$ cat src/rtl/multi_chan_sync_rx.sv
// rtl/multi_chan_sync_rx.sv - multi-channel enable-qualified receive synchronizer with valid/ready, ack toggle and overrun
module multi_chan_sync_rx #(
    parameter int CHANNELS    = 4,
    parameter int DATA_W      = 4,
    parameter int SYNC_STAGES = 2,
    parameter int MODE        = 0
) (
    input  logic                         clk_b,
    input  logic                         brstn,
    input  logic [CHANNELS*DATA_W-1:0]   data_in,
    input  logic [CHANNELS-1:0]          data_en,
    output logic [CHANNELS*DATA_W-1:0]   dataout,
    output logic [CHANNELS-1:0]          data_valid,
    input  logic [CHANNELS-1:0]          data_ready,
    output logic [CHANNELS-1:0]          ack_tgl,
    output logic [CHANNELS-1:0]          overrun,
    input  logic                         ovr_clr
);

    if (SYNC_STAGES < 2) begin : g_bad_stages
        $error("multi_chan_sync_rx: SYNC_STAGES must be at least 2");
    end

    for (genvar c = 0; c < CHANNELS; c++) begin : g_ch
        logic [SYNC_STAGES-1:0] sync_q;
        logic                   en_d_q;
        logic                   en_s;
        logic                   ev;
        logic                   xfer;
        logic [DATA_W-1:0]      data_q;
        logic                   valid_q;
        logic                   ack_q;
        logic                   ovr_q;

        assign en_s = sync_q[SYNC_STAGES-1];

        if (MODE == 1) begin : g_toggle
            assign ev = en_s ^ en_d_q;
        end else begin : g_level
            assign ev = en_s & ~en_d_q;
        end

        assign xfer = valid_q & data_ready[c];

        always_ff @(posedge clk_b) begin
            if (!brstn) begin
                sync_q  <= '0;
                en_d_q  <= 1'b0;
                data_q  <= '0;
                valid_q <= 1'b0;
                ack_q   <= 1'b0;
                ovr_q   <= 1'b0;
            end else begin
                sync_q <= {sync_q[SYNC_STAGES-2:0], data_en[c]};
                en_d_q <= en_s;

                // A full buffer being drained this cycle can take the new event directly.
                if (ev && (!valid_q || data_ready[c])) begin
                    data_q  <= data_in[c*DATA_W +: DATA_W];
                    valid_q <= 1'b1;
                end else if (xfer) begin
                    valid_q <= 1'b0;
                end

                if (xfer) begin
                    ack_q <= ~ack_q;
                end

                // Set beats clear so an overrun coincident with ovr_clr is never lost.
                if (ev && valid_q && !data_ready[c]) begin
                    ovr_q <= 1'b1;
                end else if (ovr_clr) begin
                    ovr_q <= 1'b0;
                end
            end
        end

        assign dataout[c*DATA_W +: DATA_W] = data_q;
        assign data_valid[c]               = valid_q;
        assign ack_tgl[c]                  = ack_q;
        assign overrun[c]                  = ovr_q;
    end

endmodule

$ cat config.mk
export PLATFORM = sky130hd
export DESIGN_NAME = multi_chan_sync_rx
export DESIGN_NICKNAME = d
export VERILOG_FILES = /design/src/rtl/multi_chan_sync_rx.sv
export SDC_FILE = /design/constraint.sdc
export NUM_CORES = 1
export LEC_CHECK = 0
export CAP_MARGIN = 5
export CORE_MARGIN = 5
export CORE_UTILIZATION = 45
export DETAILED_ROUTE_END_ITERATION = 7
export HOLD_SLACK_MARGIN = 0.05
export PLACE_DENSITY = 0.88
export SYNTH_ARGS = -nofsm -noshare
export SYNTH_HDL_FRONTEND = slang
export SYNTH_SLANG_ARGS = --single-unit
$ cat constraint.sdc
create_clock -name clk_b -period 1.1 [get_ports clk_b]
set_input_delay 0.22 -clock clk_b [delete_from_list [all_inputs] [get_ports clk_b]]
set_output_delay 0.22 -clock clk_b [all_outputs]
set_load 0.02 [all_outputs]
* After elaboration in Yosys (flattened, before gate mapping) *
Cells that the tools add are included.

storage, ports and cells
  flip-flop bits (word level) = 40
  input port bits = 27
  output and inout port bits = 28
  logic and storage cells = 85

cells by class
  mux-type cells = 13
  bitwise operators = 16
  reductions and logical operators = 32

operators by type and width
  cell               number
  $reduce_bool 2->1  8
  $mux 1             13
  $logic_and 1x1->1  12
  $and 1x1->1        8
  $logic_not 1->1    8
  $not 1->1          8
  $logic_or 1x1->1   4

* Logic depth before layout (Yosys ltp) *
Gate-level depths: netlist (run 1).

  depth in word-level cells = 5
  gate-level depth with buffers = 4

* Worst setup path before layout (run 1) *
No wires, ideal clock.

  path kind = reg-to-reg
  start = register g_ch[0].valid_q
  end = register g_ch[0].data_q[3]
  arrival = 0.756 ns
  required time = 0.982 ns
  slack = 0.226 ns
  cell stages (with the launch flop) = 5
  buffers on the path = 1
  path through = dfxtp_1 > nand2b_4 > nor2b_4 > buf_6 > mux2i_1

on the way
  word-level cells in the longest chain between the ends = 3

RTL lines
  what                      RTL line  RTL
  start: declaration        31        logic valid_q;
  start signal: assignment  50        valid_q <= 1'b0;
  start signal: assignment  60        valid_q <= 1'b1;
  start signal: assignment  62        valid_q <= 1'b0;
  $logic_not 1->1           58        if (ev && (!valid_q || data_ready[c])) begin
  $logic_or 1x1->1          58
  $logic_and 1x1->1         58
  end signal: assignment    59        data_q <= data_in[c*DATA_W +: DATA_W];
  end: declaration          30        logic [DATA_W-1:0] data_q;

Every way passes these cells.
A chain may end at the register's enable or synchronous reset.

* Worst setup path in the final report (run 1) *
  start = input data_ready[2]
  end = register g_ch[2].data_q[2]

on the way
  word-level cells in the longest chain between the ends = 2

RTL lines
  what                    RTL line  RTL
  start: declaration      14        input logic [CHANNELS-1:0] data_ready,
  $logic_or 1x1->1        58
  $logic_and 1x1->1       58
  end signal: assignment  59
  end: declaration        30

Every way passes these cells.

==> parameters.txt, run 1 <==
Parameter                              Value

Clock tree
  Clock input transition at the sequential cells of the worst setup and hold paths    approximately 0.06 ns
  Number of buffers created by CTS    5
  Maximum count of clock buffers along a single path    2
  Clk_lat worst skew    0.28 ns
  Resized cells post-CTS    around 110
  Buffer cell driving the clock tree root    clkbuf_8
  Hold bufs inserted after CTS    0
  TritonCTS Sinks    40
  Post-CTS setup repair buffer count    0
  Clock tree from TritonCTS    yes
  Number of H-tree branching levels    2

Route
  Iteration-0 DRC Markers    42
  Residual DRC count    0
  Routed wire length    approximately 2900 um
  Antenna Violating Nets Remaining    0
  Average wire per standard cell    11.1 um
  First-pass iteration count of the detailed router    3
  Number of vias per cell    ~4.4
  Vias    around 1100

Yosys
  Top cells by area in the synthesized netlist    dfxtp_1, mux2i_1, nand2_1
  Syn Inst Count    approximately 160
  Cell type with the largest total area after synthesis    dfxtp_1
  Syn_area_per_cell    10.2 sq um
  Post-synth cell types    14
  Sequential share of the synthesized area    0.482
  Share of Yosys cell area claimed by the top area cell type    0.482
  YS warnings    0
  Synthesis-stage register bit count    40
  Synth Cell Area    approximately 1700 sq um
  Synthesized netlist net count    around 190

Global route
  Total Routing Usage GR    0.118
  Aggregate global routing overflow    0
  Pin count of the biggest net entering global routing    57
  Initial antenna violation count    0
  Wire length of the first global-routing pass    around 4600 um
  Number of global-route vias before repair    around 1100

Worst setup path
  Setup crit end kind    flop
  Critical Path AT    1.26 ns
  CP Max Fanout    4
  Cell breakdown of the critical path    clkdlybuf4s50_1 -> nand2b_4 -> nor2b_4 -> mux2i_1
  Critical path origin    data_ready[2]
  WS Path Type    in -> reg
  Critical path launch point type    primary input
  Critical-path top delay cell    clkdlybuf4s50_1
  WP data required    between 1 and 1.5 ns
  RR Startpoint    g_ch[0].valid_q
  Largest incremental delay on the critical path    0.48 ns
  Count of buffering cells on the critical path with inverters included    1
  Cell family with the largest share of critical-path delay    buffers and inverters

Floorplan
  Die footprint    about 5000 sq um
  Initial core utilization    0.460
  Core area    approximately 3600 sq um
  I/O pin total    55
  Die extent in x    approximately 71 um
  Die height    between 70 and 80 um
  Number of rows created at floorplan    22

Layout
  Layout fillers    roughly 320
  Area growth, synth to finish    27.9%
  Sequential cell area    between 800 and 900 sq um
  Share of cells above drive strength 1    0.270
  Area of the multi-input gates    ~680 sq um
  Finished layout cell area    roughly 2100 sq um
  Post-layout net count    240
  Most frequent standard cell in the layout excluding fill and tap cells    dfxtp_1
  Ant. Diodes    0
  Commonest non-fill, non-tap cells in the layout    dfxtp_1, nand2_1, buf_2

Placement
  Half-perimeter wire length of the detailed placement result    2130 um
  Pre-CTS worst setup slack    -0.243 ns
  Placed instance area    2190 sq um
  Port Buf Inserts    54
  Routability cong.    around 0.76

Timing
  Setup TNS after final layout    0 ns
  Setup violation total in the final timing report    0
  Post-route fraction of the period consumed by the critical path    0.951
  Actual slew at the worst max-slew pin    ~0.21 ns
  Fmax    between 0.9 and 1 GHz
  Worst hold slack    0.427 ns
  Shortest clock period the worst path allows after layout    approximately 1.0 ns
  Clock skew    ~0.0045 ns
  Final Slew Violations    0
  Hold Violations, Final    0
  RSZ-0062 raised after global routing    false
  Post-route worst setup slack    0.0538 ns
  Worst slew margin relative to its limit    0.861

Worst hold path
  Hold Crit Start    g_ch[2].sync_q[0]
  Worst min-delay path class    reg -> reg

Run status
  Status    completed

Pwr
  Total power per unit cell area    ~1300 nW/um^2
  Post-route total power    2.69 mW
  P_leak    0.944 nW
  VDD IR max    796 uV

Flow run
  Number of maximum-capacitance violations    0
==> kinds of logic (layout without fill, tap and decap cells) <==
family          Yosys count  in the layout  synth area share
simple gates             68             68             0.256
compound gates            8              8            0.0332
xor+xnor                  4              4            0.0211
mux                      16             16            0.0965
buf+inv                  26             75             0.111
flops                    40             40             0.482
==> registers in the layout, indices dropped and copies added, names as in the netlist <==
register,flops
g_ch.ack_q,4
g_ch.data_q,16
g_ch.en_d_q,4
g_ch.ovr_q,4
g_ch.sync_q,8
g_ch.valid_q,4
==> Yosys cell counts <==
master	instances
mux2i_1	16
nor2b_4	4
and2_1	20
clkbuf_1	1
a21boi_0	4
buf_4	14
o22ai_1	4
dfxtp_1	40
inv_1	4
buf_6	4
nand2_1	36
buf_2	3
xnor2_1	4
nand2b_4	8
==> metrics by stage <==
stage | std cells | util
3_3_place_gp | 254 | 0.609
3_5_place_dp | 254 | 0.609
5_1_grt | 259 | 0.589
6_report | 259 | 0.589
4_1_cts | 259 | 0.599
2_1_floorplan | 162 | -
==> metal layers <==
layer  global-route usage  vias to the layer above  wire [um]
li1                     -                      593          -
met5                    0                        -          0
met2                0.213                       34       1470
met1                0.119                      500       1170
met3               0.0398                        8        173
met4               0.0626                        0         64
==> cell type report <==
type / count / share of cell area
multi-input cells: 96 / 0.318
flip-flops and latches: 40 / 0.377
repair buffers: 66 / 0.237
inverters: 4 / 0.00707
clock buffers: 5 / 0.0324
well taps: 48 / 0.0283
==> report_power, final <==
part	internal [mW]	switching (mW)	leakage, nW
Clock	0.408	0.422	0.0359
Sequential	1.50	0.0228	0.326
Combinational	0.192	0.143	0.582
Total	2.10	0.588	0.944
==> worst paths after layout <==
path | to | slack (ns) | depth (start not counted)
setup / recovery | g_ch[2].data_q[2] | 0.05 | 4
hold / removal | g_ch[2].sync_q[1] | 0.43 | 1
setup reg to reg | g_ch[0].data_q[1] | 0.10 | 4
hold reg to reg | g_ch[2].sync_q[1] | 0.43 | 1
==> worst register-to-register path: cells and delay by family (launching register included) <==
kind | cells | cell delay, ns
and+or+nand+nor | 2 | 0.27
buffers and inverters | 1 | 0.14
muxes | 1 | 0.21
DFF | 1 | 0.31
(Power assumes the default switching activity.)
==> run 2: changes to the inputs <==
- CORE_UTILIZATION: 45 -> 41
- GPL_TIMING_DRIVEN: unset -> 0
- PLACE_DENSITY: 0.88 -> 0.82
==> parameters.txt, run 2 (synthesized netlist as in run 1, its figures left out) <==
Parameter                              Value

Worst setup path
  End of the worst register-to-register path    g_ch[2].data_q[0]
  WS Path Type    reg -> out
  Reg-to-reg slack, setup    0.08 ns (-0.02 ns)
  Setup crit end kind    output pin
  Setup crit end    data_valid[1]
  CP Max Fanout    2 (-2)
  Cell depth of the worst flop-to-flop path    5 (+1)
  Critical path origin    g_ch[1].valid_q
  RR Startpoint    g_ch[2].valid_q
  Critical path launch point type    flop
  WP data required    0.88 ns (-0.43 ns)
  Critical Path AT    0.85 ns (-0.41 ns)

Timing
  Shortest clock period the worst path allows after layout    1.07 ns (+0.0202 ns)
  Post-route fraction of the period consumed by the critical path    0.969 (+0.0183)
  RSZ-0062 raised after global routing    false
  Clock skew    0.00499 ns (+0.000532 ns)
  Final Slew Violations    0 (unchanged)
  Hold Violations, Final    0 (unchanged)
  Actual slew at the worst max-slew pin    0.311 ns (+0.103 ns)
  Worst hold slack    0.253 ns (-0.174 ns)
  Setup violation total in the final timing report    0 (unchanged)
  Worst slew margin relative to its limit    0.793 (-0.0684)
  Fmax    0.938 GHz (-1.9%)

Route
  Vias    1183 (+4.2%)
  First-pass iteration count of the detailed router    4 (+1)
  Iteration-0 DRC Markers    22 (-48%)
  Number of vias per cell    4.37 (-0.39%)
  Antenna Violating Nets Remaining    0 (unchanged)
  Residual DRC count    0 (unchanged)
  Average wire per standard cell    11.9 um (+6.8%)
  Routed wire length    3220 um (+12%)

Clock tree
  Clk_lat worst skew    0.28 ns (about the same)
  Buffer cell driving the clock tree root    clkbuf_8
  Hold bufs inserted after CTS    0 (unchanged)
  Number of H-tree branching levels    2 (unchanged)
  TritonCTS Sinks    40 (unchanged)
  Clock input transition at the sequential cells of the worst setup and hold paths    0.08 ns (+0.02 ns)
  Maximum count of clock buffers along a single path    2 (unchanged)
  Number of buffers created by CTS    5 (unchanged)
  Clock tree from TritonCTS    yes

Floorplan
  Die extent in x    73.6 um (+4.1%)
  I/O pin total    55 (unchanged)
  Core area    3970 sq um (+10%)
  Die height    73.6 um (+4.1%)
  Number of rows created at floorplan    23 (+4.5%)
  Die footprint    5420 sq um (+8.4%)
  Initial core utilization    0.418 (-0.0424)

Pwr
  Fraction of power consumed by sequential logic    0.482 (-0.084)
  Switching portion of total power    0.207 (-0.0124)
  VDD IR max    961 uV (+21%)
  P_leak    1.05 nW (+11%)
  Total power per unit cell area    1360 nW/um^2 (+7.3%)
  Power dissipated by switching net loads    0.653 mW (+11%)
  Pint    2.51 mW (+19%)
  Clock network fraction of design power    0.405 (+0.096)
  Post-route total power    3.16 mW (+18%)
  Combinational group share of total power    0.113 (-0.012)

Layout
  Leading registers by flop count    g_ch.data_q: 16 flops, g_ch.sync_q: 8 flops
  Share of cells above drive strength 1    0.357 (+0.0873)
  Layout fillers    363 (+14%)
  Post-layout net count    247 (+2.9%)
  Commonest non-fill, non-tap cells in the layout    nand2_1, dfxtp_1, clkdlybuf4s50_1
  Most frequent standard cell in the layout excluding fill and tap cells    nand2_1
  Area of the multi-input gates    676 sq um (unchanged)
  Ant. Diodes    0 (unchanged)
  Flip-flop count of the largest register after layout    16 (unchanged)
  Sequential cell area    818 sq um (+2.2%)
  Area growth, synth to finish    40.2%
  Register containing the most flip-flops in the final layout    g_ch.data_q

Global route
  Total Routing Usage GR    0.122 (+0.00380)
  Initial antenna violation count    0 (unchanged)
  Number of global-route vias before repair    1141 (+4.6%)
  Wire length of the first global-routing pass    5090 um (+9.7%)
  Pin count of the biggest net entering global routing    13 (-77%)
  Aggregate global routing overflow    0 (unchanged)

Placement
  Routability cong.    0.781 (+2.9%)
  Half-perimeter wire length of the detailed placement result    2410 um (+13%)
  Port Buf Inserts    53 (-1.9%)

Worst hold path
  Worst min-delay path class    in -> reg

Flow run
  Number of maximum-capacitance violations    0 (unchanged)

Run status
  Status    completed
==> run 2: cell types whose count changed in the layout (fill, tap and decap cells not counted), sizes merged <==
cell	change
buf	+7
clkdlybuf4s50	-5
dlymetal6s2s	+4
bufinv	+1
clkbuf	+3
==> run 2: cell type report <==
class | count | share of cell area
buffer | 13 | 0.0435
clock buffer | 7 | 0.0414
clock inverter | 1 | 0.0129
inverter | 4 | 0.00645
multi-input combinational | 96 | 0.290
sequential | 40 | 0.352
tap | 50 | 0.0269
timing repair buffer | 60 | 0.227
==> run 2: how the worst min path moves through the flow <==
stage,from,end,slack [ns],cells after the start
after floorplan,data_en[0],g_ch[0].sync_q[0],0.35,1
after global placement,g_ch[3].sync_q[0],g_ch[3].sync_q[1],0.41,1
after detailed placement,g_ch[1].sync_q[0],g_ch[1].sync_q[1],0.42,1
after CTS,brstn,g_ch[2].data_q[1],0.25,3
after global routing,brstn,g_ch[2].ack_q,0.26,2
final,brstn,g_ch[2].data_q[1],0.25,3
==> run 2: critical path, cell delays in order (launching register included) <==
cell and delay [ns]:
dfxtp_2 0.32, buf_4 0.12, buf_6 0.12
==> run 2: metal layers <==
metal | vias up | GRT usage | share of wire
met5 | - | 0 | 0
li1 | 609 | - | -
met2 | 34 | 0.205 | 0.50
met3 | 4 | 0.0492 | 0.079
met4 | 0 | 0.0382 | 0.011
met1 | 536 | 0.141 | 0.41
==> run 2: repair_timing <==
action                     CTS  global route
buffers inserted             6             1
gates resized for setup    137            17
setup endpoints to repair   28            18
hold endpoints to repair     0             0
==> run 2: per-stage QoR <==
step / cells / setup slack [ns] / cell area [sq um] / util / TNS, ns
2_1_floorplan: 162 / 0.226 / 1660 / - / 0
3_3_place_gp: 265 / -0.245 / 2250 / 0.567 / -6.41
3_5_place_dp: 265 / -0.301 / 2250 / 0.567 / -6.94
4_1_cts: 278 / -0.00534 / 2330 / 0.588 / -0.00534
5_1_grt: 271 / 0.00101 / 2330 / 0.586 / 0
6_report: 271 / 0.0336 / 2330 / 0.586 / 0
==> run 2: power by group through the flow <==
stage / clock network, mW / registers (mW) / logic (mW)
after floorplan: 0 / 1.58 / 0.171
after global placement: 0 / 1.56 / 0.371
after detailed placement: 0 / 1.56 / 0.376
after CTS: 1.31 / 1.52 / 0.366
after global routing: 1.38 / 1.53 / 0.385
final: 1.28 / 1.52 / 0.357
==> run 3: changes to the inputs <==
- CORE_UTILIZATION: 41 -> 45
- PLACE_DENSITY: 0.82 -> 0.88
- clock period: 1.1 -> 1 ns (I/O delays scaled with it)
==> parameters.txt, run 3 (synthesized netlist as in run 1, its figures left out) <==
Parameter                              Value

Timing
  Fmax    about 0.94 GHz
  Final Slew Violations    0 (unchanged)
  Setup violation total in the final timing report    11 (+11)
  Post-route fraction of the period consumed by the critical path    1.06
  Worst hold slack    0.239 ns (-0.0137 ns)
  Worst slew margin relative to its limit    0.799 (+0.00627)
  Post-route worst setup slack    -0.0641 ns (-0.0977 ns)
  RSZ-0062 raised after global routing    true
  Hold Violations, Final    0 (unchanged)
  Actual slew at the worst max-slew pin    0.301 ns (-0.00940 ns)
  Clock skew    0.00238 ns (-0.00261 ns)
  Shortest clock period the worst path allows after layout    around 1.1 ns

Floorplan
  I/O pin total    55 (unchanged)
  Die footprint    5000 sq um (-7.7%)
  Initial core utilization    0.460 (+0.0424)
  Die height    70.7 um (-3.9%)
  Die extent in x    70.7 um (-3.9%)
  Core area    3610 sq um (-9.2%)
  Number of rows created at floorplan    22 (-4.3%)

Worst setup path
  Setup crit end kind    output pin
  Critical-path top delay cell    dfxtp_2
  RR Startpoint    g_ch[0].valid_q
  Cell breakdown of the critical path    buf_4 -> buf_6
  End of the worst register-to-register path    g_ch[0].data_q[3]
  WP data required    0.80 ns (-0.08 ns)
  CP Max Fanout    2 (unchanged)
  WS Path Type    reg -> out
  Cell depth of the worst flop-to-flop path    5 (unchanged)
  Critical Path AT    0.86 ns (about the same)
  Reg-to-reg slack, setup    -0.05 ns (-0.13 ns)
  Critical path launch point type    flop
  Largest incremental delay on the critical path    0.33 ns (about the same)

Clock tree
  Number of buffers created by CTS    5 (unchanged)
  TritonCTS Sinks    40 (unchanged)
  Buffer cell driving the clock tree root    clkbuf_8
  Clock input transition at the sequential cells of the worst setup and hold paths    0.07 ns (about the same)
  Hold bufs inserted after CTS    0 (unchanged)
  Clk_lat worst skew    0.29 ns (about the same)
  Clock tree from TritonCTS    yes
  Maximum count of clock buffers along a single path    2 (unchanged)
  Number of H-tree branching levels    2 (unchanged)

Layout
  Commonest non-fill, non-tap cells in the layout    nand2_1, buf_4, buf_6
  Leading registers by flop count    g_ch.data_q: 16 flops, g_ch.sync_q: 8 flops
  Ant. Diodes    0 (unchanged)
  Register containing the most flip-flops in the final layout    g_ch.data_q
  Share of cells above drive strength 1    0.412 (+0.0540)
  Area growth, synth to finish    44.0%
  Most frequent standard cell in the layout excluding fill and tap cells    nand2_1
  Flip-flop count of the largest register after layout    16 (unchanged)
  Post-layout net count    252 (+2.0%)

Placement
  Routability cong.    0.710 (-9.1%)
  Port Buf Inserts    53 (unchanged)
  Half-perimeter wire length of the detailed placement result    2430 um (+0.68%)
  Pre-CTS worst setup slack    -0.368 ns (-0.0673 ns)

Global route
  Total Routing Usage GR    0.140 (+0.0185)
  Initial antenna violation count    0 (unchanged)
  Wire length of the first global-routing pass    5540 um (+8.8%)
  Aggregate global routing overflow    0 (unchanged)
  Pin count of the biggest net entering global routing    12 (-1)
  Number of global-route vias before repair    1246 (+9.2%)

Pwr
  P_leak    1.04 nW (-1.4%)
  VDD IR max    855 uV (-11%)
  Total power per unit cell area    1340 nW/um^2 (-1.5%)

Flow run
  Number of maximum-capacitance violations    0 (unchanged)

Route
  Antenna Violating Nets Remaining    0 (unchanged)
  Average wire per standard cell    12.0 um (+1.4%)
  First-pass iteration count of the detailed router    4 (unchanged)
  Routed wire length    3300 um (+2.5%)
  Number of vias per cell    4.47 (+2.4%)
  Iteration-0 DRC Markers    37 (+68%)
  Residual DRC count    0 (unchanged)
  Vias    1225 (+3.6%)

Worst hold path
  Hold Crit Start    brstn
  Hold EP    g_ch[2].data_q[1]
  Worst min-delay path class    in -> reg
  Number of cells on the worst hold path    3 (unchanged)

Run status
  Status    finished, violations left
  Failing checks    setup timing
run 3: changes by cell type in the layout (fill, tap and decap cells not counted), sizes merged:
cell,delta
buf,+5
dlygate4sd2,+4
clkbuf,+1
dlymetal6s2s,-4
bufinv,-1
run 3: how the worst max path moves through the flow:
stage / start / endpoint / slack (ns) / cells past startpoint
2_1_floorplan: g_ch[0].valid_q / g_ch[0].data_q[3] / 0.13 / 4
3_3_place_gp: data_ready[3] / g_ch[3].data_q[2] / -0.32 / 5
3_5_place_dp: data_ready[2] / g_ch[2].data_q[0] / -0.37 / 5
4_1_cts: g_ch[2].valid_q / g_ch[2].data_q[0] / -0.07 / 5
5_1_grt: g_ch[2].valid_q / data_valid[2] / -0.09 / 2
6_report: g_ch[2].valid_q / data_valid[2] / -0.06 / 2
run 3: what timing repair did:
item / 4_1_cts / 5_1_grt
buffers inserted: 9 / 2
endpoints found under the hold margin: 0 / 0
endpoints found under the setup margin: 44 / 36
resized for setup: 162 / 24
run 3: report_power, final:
group / leakage [nW] / total, mW / internal, mW / switching, mW
clock: 0.0455 / 1.09 / 0.562 / 0.524
combinational: 0.655 / 0.428 / 0.255 / 0.173
sequential: 0.336 / 1.68 / 1.65 / 0.0300
total: 1.04 / 3.20 / 2.47 / 0.727
run 3: metal layers:
layer  GRT usage  vias to the layer above  wire (um)
met5           0                        -          0
li1            -                      621          -
met2       0.240                       37       1650
met4      0.0668                        0         59
met3      0.0469                        7        220
met1       0.157                      560       1370
run 3: critical path: cells and delay by family, from the launching register on:
kind     cells  cell delay, ns
flops        1            0.33
buf+inv      2            0.25
run 3: area by class of cell:
type                       instances  area, sq um
inverter                           4         15.0
tap                               48         60.1
multi-input combinational         96          681
fill                             295         1210
clock buffer                       8         90.1
buffer                            14          120
timing repair buffer              64          598
sequential                        40          827
run 3: per-stage QoR:
step                       util  instance area [sq um]  power, mW  TNS (ns)  std cells
after floorplan               -                   1660       1.93         0        162
after global placement    0.624                   2250       2.12    -10.62        263
after detailed placement  0.624                   2250       2.13    -11.42        263
after CTS                 0.645                   2330       3.22    -0.385        272
after global routing      0.663                   2390       3.33     -1.12        274
final                     0.663                   2390       3.20    -0.334        274
